<file path="src/rtl/lut_softmax_seq_pkg.sv">
// lut_softmax_seq_pkg: shared widths, FSM states and exp ROM for the LUT softmax
package lut_softmax_seq_pkg;
  localparam int DATACOUNT = 10;
  localparam int IN_INT = 6;
  localparam int IN_FRAC = 2;
  localparam int LUT_INT = 4;
  localparam int F = 12;
  localparam int IW = IN_INT + IN_FRAC;
  localparam int OW = LUT_INT + F;
  localparam int LW = $clog2(DATACOUNT + 1);
  localparam int SW = OW + $clog2(DATACOUNT);
  localparam int DW = SW + F;
  typedef enum logic [2:0] {IDLE, MAX, EXP, DIV, NORM, DONE} state_t;
  typedef logic [OW-1:0] lut_t [2**IW];
  function automatic lut_t exp_lut_init();
    lut_t t;
    for (int k = 0; k < 2**IW; k++)
      t[k] = OW'($rtoi($exp(-real'(k) / real'(2**IN_FRAC)) * real'(2**F) + 0.5));
    return t;
  endfunction
endpackage

</file>
<file path="src/rtl/lut_softmax_seq_if.sv">
// lut_softmax_seq_if: valid/ready logit input and probability output bundle
interface lut_softmax_seq_if;
  import lut_softmax_seq_pkg::*;
  logic in_valid;
  logic in_ready;
  logic [LW-1:0] in_len;
  logic [DATACOUNT-1:0][IW-1:0] softmaxInput;
  logic out_valid;
  logic out_ready;
  logic [DATACOUNT-1:0][OW-1:0] softmaxOutput;
  modport master (output in_valid, in_len, softmaxInput, out_ready, input in_ready, out_valid, softmaxOutput);
  modport slave (input in_valid, in_len, softmaxInput, out_ready, output in_ready, out_valid, softmaxOutput);
endinterface

</file>
<file path="src/rtl/lut_softmax_seq_recip_div.sv">
// lut_softmax_seq_recip_div: bit-serial restoring divider giving floor(2^(2F)/sum), MSB first
module lut_softmax_seq_recip_div
  import lut_softmax_seq_pkg::*;
(
  input  logic          clk,
  input  logic          rst_n,
  input  logic          i_start,
  input  logic [SW-1:0] i_sum,
  output logic          o_busy,
  output logic          o_done,
  output logic [F:0]    o_recip
);
  localparam int CW = $clog2(F + 1);
  logic          r_busy;
  logic [CW-1:0] r_cnt;
  logic [DW-1:0] r_rem, r_div, w_rem, w_div;
  logic [F:0]    r_q;
  logic          w_ge;
  assign w_rem = i_start ? DW'(1) << (2 * F) : r_rem;
  assign w_div = i_start ? DW'(i_sum) << F : r_div;
  assign w_ge = w_rem >= w_div;
  assign o_busy = r_busy;
  assign o_done = r_busy && r_cnt == CW'(F);
  assign o_recip = r_q;
  // the start cycle already resolves the top quotient bit, so F+1 bits take F+1 cycles
  always_ff @(posedge clk) begin
    if (!rst_n) begin
      r_busy <= 1'b0;
      r_cnt <= '0;
      r_rem <= '0;
      r_div <= '0;
      r_q <= '0;
    end else if (i_start || r_busy) begin
      r_rem <= w_ge ? w_rem - w_div : w_rem;
      r_div <= w_div >> 1;
      r_q <= {r_q[F-1:0], w_ge};
      r_cnt <= i_start ? CW'(1) : r_cnt + 1'b1;
      r_busy <= !o_done;
    end
  end
endmodule

</file>
<file path="src/rtl/lut_softmax_seq.sv">
// lut_softmax_seq: sequential LUT softmax with max-subtract, reciprocal divide and scaling
module lut_softmax_seq
  import lut_softmax_seq_pkg::*;
(
  input logic clk,
  input logic rst_n,
  lut_softmax_seq_if.slave bus
);
  localparam lut_t LUT = exp_lut_init();
  state_t r_state, w_next;
  logic [LW-1:0] r_len, r_idx, w_len;
  logic [DATACOUNT-1:0][IW-1:0] r_x;
  logic [DATACOUNT-1:0][OW-1:0] r_exp, r_out;
  logic signed [IW-1:0] r_max, w_x;
  logic [IW-1:0] w_lut_idx;
  logic [OW-1:0] w_e, w_norm;
  logic [SW-1:0] r_sum;
  logic [F:0] w_recip;
  logic w_last, w_div_start, w_div_busy, w_div_done;
  assign w_len = (bus.in_len == '0 || bus.in_len > LW'(DATACOUNT)) ? LW'(DATACOUNT) : bus.in_len;
  assign w_last = r_idx + 1'b1 == r_len;
  assign w_x = $signed(r_x[r_idx]);
  assign w_lut_idx = r_max - w_x;
  assign w_e = LUT[w_lut_idx];
  assign w_norm = OW'((DW'(r_exp[r_idx]) * DW'(w_recip)) >> F);
  assign w_div_start = r_state == DIV && !w_div_busy;
  assign bus.in_ready = r_state == IDLE;
  assign bus.out_valid = r_state == DONE;
  assign bus.softmaxOutput = r_out;
  lut_softmax_seq_recip_div u_div (
    .clk(clk),
    .rst_n(rst_n),
    .i_start(w_div_start),
    .i_sum(r_sum),
    .o_busy(w_div_busy),
    .o_done(w_div_done),
    .o_recip(w_recip)
  );
  // state register
  always_ff @(posedge clk) r_state <= !rst_n ? IDLE : w_next;
  // each phase walks the L elements, except DIV which waits for the divider
  always_comb begin
    w_next = r_state;
    case (r_state)
      IDLE: w_next = bus.in_valid ? MAX : IDLE;
      MAX: w_next = w_last ? EXP : MAX;
      EXP: w_next = w_last ? DIV : EXP;
      DIV: w_next = w_div_done ? NORM : DIV;
      NORM: w_next = w_last ? DONE : NORM;
      DONE: w_next = bus.out_ready ? IDLE : DONE;
      default: w_next = IDLE;
    endcase
  end
  // datapath: exp buffer is zeroed on accept so unused lanes normalise to 0, and is then reused in place for the scaled results
  always_ff @(posedge clk) begin
    if (!rst_n) begin
      r_len <= '0;
      r_idx <= '0;
      r_x <= '0;
      r_max <= '0;
      r_sum <= '0;
      r_exp <= '0;
      r_out <= '0;
    end else begin
      case (r_state)
        IDLE: if (bus.in_valid) begin
          r_x <= bus.softmaxInput;
          r_len <= w_len;
          r_idx <= '0;
          r_max <= $signed(bus.softmaxInput[0]);
          r_sum <= '0;
          r_exp <= '0;
        end
        MAX: begin
          r_max <= w_x > r_max ? w_x : r_max;
          r_idx <= w_last ? '0 : r_idx + 1'b1;
        end
        EXP: begin
          r_exp[r_idx] <= w_e;
          r_sum <= r_sum + SW'(w_e);
          r_idx <= w_last ? '0 : r_idx + 1'b1;
        end
        NORM: begin
          r_exp[r_idx] <= w_norm;
          r_idx <= w_last ? '0 : r_idx + 1'b1;
          if (w_last)
            for (int j = 0; j < DATACOUNT; j++) r_out[j] <= LW'(j) == r_idx ? w_norm : r_exp[j];
        end
        default: ;
      endcase
    end
  end
endmodule

</file>
<file path="src/flat_wrapper.sv">
// flat-port wrapper written by rule: the top's interface ports become plain ports
module lut_softmax_seq_flat import lut_softmax_seq_pkg::*;
  (clk, rst_n, bus_in_valid, bus_in_len, bus_softmaxInput, bus_out_ready, bus_in_ready, bus_out_valid, bus_softmaxOutput);
  lut_softmax_seq_if bus_i ();
  input logic clk;
  input logic rst_n;
  input wire logic [$bits(bus_i.in_valid)-1:0] bus_in_valid;
  input wire logic [$bits(bus_i.in_len)-1:0] bus_in_len;
  input wire logic [$bits(bus_i.softmaxInput)-1:0] bus_softmaxInput;
  input wire logic [$bits(bus_i.out_ready)-1:0] bus_out_ready;
  output wire logic [$bits(bus_i.in_ready)-1:0] bus_in_ready;
  output wire logic [$bits(bus_i.out_valid)-1:0] bus_out_valid;
  output wire logic [$bits(bus_i.softmaxOutput)-1:0] bus_softmaxOutput;
  assign bus_i.in_valid = bus_in_valid;
  assign bus_i.in_len = bus_in_len;
  assign bus_i.softmaxInput = bus_softmaxInput;
  assign bus_i.out_ready = bus_out_ready;
  assign bus_in_ready = bus_i.in_ready;
  assign bus_out_valid = bus_i.out_valid;
  assign bus_softmaxOutput = bus_i.softmaxOutput;
  lut_softmax_seq u_core (.clk(clk), .rst_n(rst_n), .bus(bus_i));
endmodule
</file>
<file path="config.mk">
export PLATFORM = sky130hd
export DESIGN_NAME = lut_softmax_seq_flat
export DESIGN_NICKNAME = d
export VERILOG_FILES = /design/src/rtl/lut_softmax_seq_pkg.sv /design/src/rtl/lut_softmax_seq_if.sv /design/src/rtl/lut_softmax_seq_recip_div.sv /design/src/rtl/lut_softmax_seq.sv /design/src/flat_wrapper.sv
export SDC_FILE = /design/constraint.sdc
export NUM_CORES = 2
export LEC_CHECK = 0
export CORE_UTILIZATION = 30
export DETAILED_ROUTE_END_ITERATION = 12
export SLEW_MARGIN = 20
export SYNTH_ARGS = -nofsm -noshare
export SYNTH_HDL_FRONTEND = slang
export SYNTH_SLANG_ARGS = --single-unit
</file>
<file path="constraint.sdc">
create_clock -name clk -period 9 [get_ports clk]
set_clock_uncertainty 0.1 [all_clocks]
set_input_delay 1.8 -clock clk [delete_from_list [all_inputs] [get_ports clk]]
set_output_delay 1.8 -clock clk [all_outputs]
set_load 0.01 [all_outputs]
</file>
==> flow_metrics.py <==
metrics = {
    "run_status": {
        "outcome": "finished, final reports clean",
    },
    "setup_path": {
        "crit_path_start_kind": "flip-flop",
        "cp_data_required_time_ns": 9.44,
        "critPathMostFrequentCell": "fa_1",
        "crit_path_cell_trace": "buf_4, mux4_2, mux2i_1, o22ai_1, buf_4, and2_1, fa_1, inv_1, fa_1, inv_1, fa_1, fa_1, inv_1, fa_1, inv_1, ha_1, nand4_1, or3_1, nor2_1, or4b_4, nand2_1, xnor2_1, o21ai_0, o211a_1",
        "crit_arrival_ns": 8.55,
        "setup.worst_path.class": "reg2reg",
        "crit_fanout": 21,
        "slowest_stage": "xnor2_1",
        "path_delay_family": "adder cells",
        "cp_num_buf_inv": 6,
        "endpoint_kind": "flip-flop",
        "critPathMaxStageDelay_ns": 0.83,
    },
    "layout": {
        "syn_to_final_growth_pct": 17.8,
        "final_net_count": 4408,
        "fin_area_um2": 38500,
        "multi_input_area_um2": 20200,
        "num-fill-cells": 11046,
        "drive_above_1_share": 0.0696,
        "layout_common_cells": "nand2_1, dfxtp_1, a21oi_1",
        "regArea_um2": 10400,
        "mostFrequentLayoutCell": "nand2_1",
    },
    "power": {
        "p_seq_frac": 0.360,
        "ir_drop_uv": 167,
        "switching_share": 0.335,
        "leakage_nw": 14.9,
        "combPwrFrac": 0.259,
        "power.switching_w": 0.00227,
        "pwr-share-clk": 0.381,
        "p_int_w": 0.00450,
        "power_density_nw_per_um2": 176,
    },
    "die": {
        "fp.dieH_um": 332,
        "num_rows": 120,
        "dieWidth_um": 332,
        "initial_core_util": 0.304,
        "ioPinCount": 250,
        "core_area_um2": 108000,
        "die_area_um2": 110000,
    },
    "timing": {
        "max_slew_margin": 0.243,
        "setup_viol": 0,
        "rsz0062_at_grt": "no",
        "fin_tns_setup_ns": 0,
        "tightest_slew_ns": 1.13,
        "finalMaxSlewViolations": 0,
        "period_share": 0.900,
        "fin_crit_ns": 8.10,
        "hold-worst-slack_ns": 0.352,
        "max_freq_mhz": 123,
        "hold_viol_final": 0,
    },
    "logic_synthesis": {
        "yosysWarnings": 0,
        "synthFlopType": "dfxtp_1",
        "synth_seq_cells": 520,
        "synth-edff-count": 0,
        "synth_area_um2": 32700,
        "syn_area_per_cell_um2": 8.29,
        "synth-seq-area-share": 0.318,
        "async_reset_ff_frac": 0,
        "synth_fp_nets": 4321,
        "synthCells": 3943,
        "ys_types": 95,
    },
    "clock_network": {
        "clk_latency_ns": 0.66,
        "ctsLongestPathBuffers": 3,
        "cts.clk_slew.worst_paths_ns": 0.06,
        "postCtsSetupBuffers": 0,
        "cts_resized": 0,
        "clock-sinks": 520,
        "numCtsBuffers": 58,
        "hold_buffers": 0,
        "cts_root_buf": "clkbuf_16",
        "tritoncts": "yes",
        "h-tree-depth": 2,
    },
    "route": {
        "antenna_left": 0,
        "wire_per_inst_um": 21.0,
        "finalWirelength_um": 115000,
        "vias_per_cell": 5.42,
        "drc": 0,
        "drt-initial-drc-count": 2969,
        "num_vias": 29699,
        "drt_first_pass_iters": 8,
    },
    "global_route": {
        "grt_use_met2": 0.327,
        "globalRouteTotalUtil": 0.205,
        "met3_usage": 0.0453,
        "grt_overflow": 0,
        "antenna_found_initial": 6,
        "grt_util_met1": 0.272,
        "grt_pass1_wl_um": 178000,
        "top_usage_layer": "met2",
        "grt_max_degree": 202,
        "grt_pass1_vias": 29025,
    },
    "placed_design": {
        "dp_hpwl_um": 82200,
        "port_buffers": 249,
        "placed_area_um2": 36400,
        "place.gp.congestion": 0.924,
    },
    "job": {
        "cap_violations": 0,
    },
    "min_path": {
        "hold_path_class": "reg2reg",
    },
}
[cell usage after synthesis (52+ instances only)]
cell type  instances  share of area
clkbuf_1         244          0.028
mux2i_1           96          0.029
nor2_1           203          0.023
nand2_1          580          0.067
o21ai_0          301          0.046
fa_1             155          0.095
and2_1           135          0.026
a31oi_1           57          0.011
o211ai_1          64          0.015
a21oi_1          321          0.049
nand3_1          128          0.020
ha_1             135          0.052
inv_1            241          0.028
a211oi_1          52          0.012
dfxtp_1          520           0.32
[logic make-up after synthesis]
family / Yosys count / synth area share
flip-flops: 520 / 0.318
AND/OR/NAND/NOR: 1266 / 0.180
XOR/XNOR: 61 / 0.0168
AO/OA/AOI/OAI: 1114 / 0.210
adder cells (fa/ha/maj): 290 / 0.147
multiplexers: 147 / 0.0631
buffers and inverters: 545 / 0.0646
[final cells by class]
cell class | instances | share of cell area
Antenna cell | 1 | 0.0000650
Clock buffer | 83 | 0.0440
Clock inverter | 27 | 0.0102
Inverter | 242 | 0.0237
Multi-Input combinational cell | 2878 | 0.525
Sequential cell | 520 | 0.270
Tap cell | 1403 | 0.0456
Timing Repair Buffer | 330 | 0.0813
[path summary, 6_finish.rpt]
path         slack, ns                                start                                          to  cells after the start
max               0.90         u_core.r_idx[0]$_SDFFE_PN0P_  u_core.bus.softmaxOutput[104]$_SDFFE_PN0P_                     24
max reg2reg       0.90         u_core.r_idx[0]$_SDFFE_PN0P_  u_core.bus.softmaxOutput[104]$_SDFFE_PN0P_                     24
min reg2reg       0.35  u_core.u_div.r_rem[22]$_SDFFE_PN0P_         u_core.u_div.r_rem[22]$_SDFFE_PN0P_                      1
min               0.35  u_core.u_div.r_rem[22]$_SDFFE_PN0P_         u_core.u_div.r_rem[22]$_SDFFE_PN0P_                      1
[power groups by stage]
stage | sequential [W] | clock, W | combinational [W]
global route | 0.00245 | 0.00272 | 0.00191
floorplan | 0.00245 | 0 | 0.00126
CTS | 0.00244 | 0.00262 | 0.00173
detailed placement | 0.00249 | 0 | 0.00172
finish | 0.00244 | 0.00258 | 0.00176
global placement | 0.00249 | 0 | 0.00172
[state kept, by name, summed over array words and instances, names as in the netlist]
name and cells:
u_core.r_state 3, u_core.r_x 80, u_core.r_idx 4, u_core.u_div.r_cnt 4, u_core.u_div.r_rem 32, u_core.r_sum 20
u_core.r_len 4, u_core.bus.softmaxOutput 160, u_core.r_exp 160, u_core.r_max 8, u_core.u_div.o_recip 13, u_core.u_div.o_busy 1
u_core.u_div.r_div 31
[layer usage]
metal | vias to the layer above | wire length, um
met3 | 202 | 9380
met2 | 1110 | 52200
met4 | 8 | 3710
li1 | 13910 | -
met1 | 14469 | 49700
met5 | - | 47
[metrics by stage]
stage,total power (W),setup WS [ns],std cells,utilization
finish,0.00677,0.899,5484,0.358
global placement,0.00421,1.08,5373,0.339
CTS,0.00679,0.940,5483,0.358
floorplan,0.00371,1.59,3943,-
detailed placement,0.00422,0.986,5373,0.339
global route,0.00708,0.568,5484,0.358
[worst reg2reg max path: stages, from the launching register on]
cell and delay (ns):
dfxtp_4 0.65, buf_4 0.35, mux4_2 0.55, mux2i_1 0.23
o22ai_1 0.13, buf_4 0.22, and2_1 0.20, fa_1 0.55
inv_1 0.05, fa_1 0.47, inv_1 0.05, fa_1 0.48
fa_1 0.54, inv_1 0.05, fa_1 0.48, inv_1 0.05
ha_1 0.41, nand4_1 0.14, or3_1 0.43, nor2_1 0.32
or4b_4 0.22, nand2_1 0.06, xnor2_1 0.83, o21ai_0 0.25
o211a_1 0.18
No activity file was read; power rests on OpenSTA's default activity.
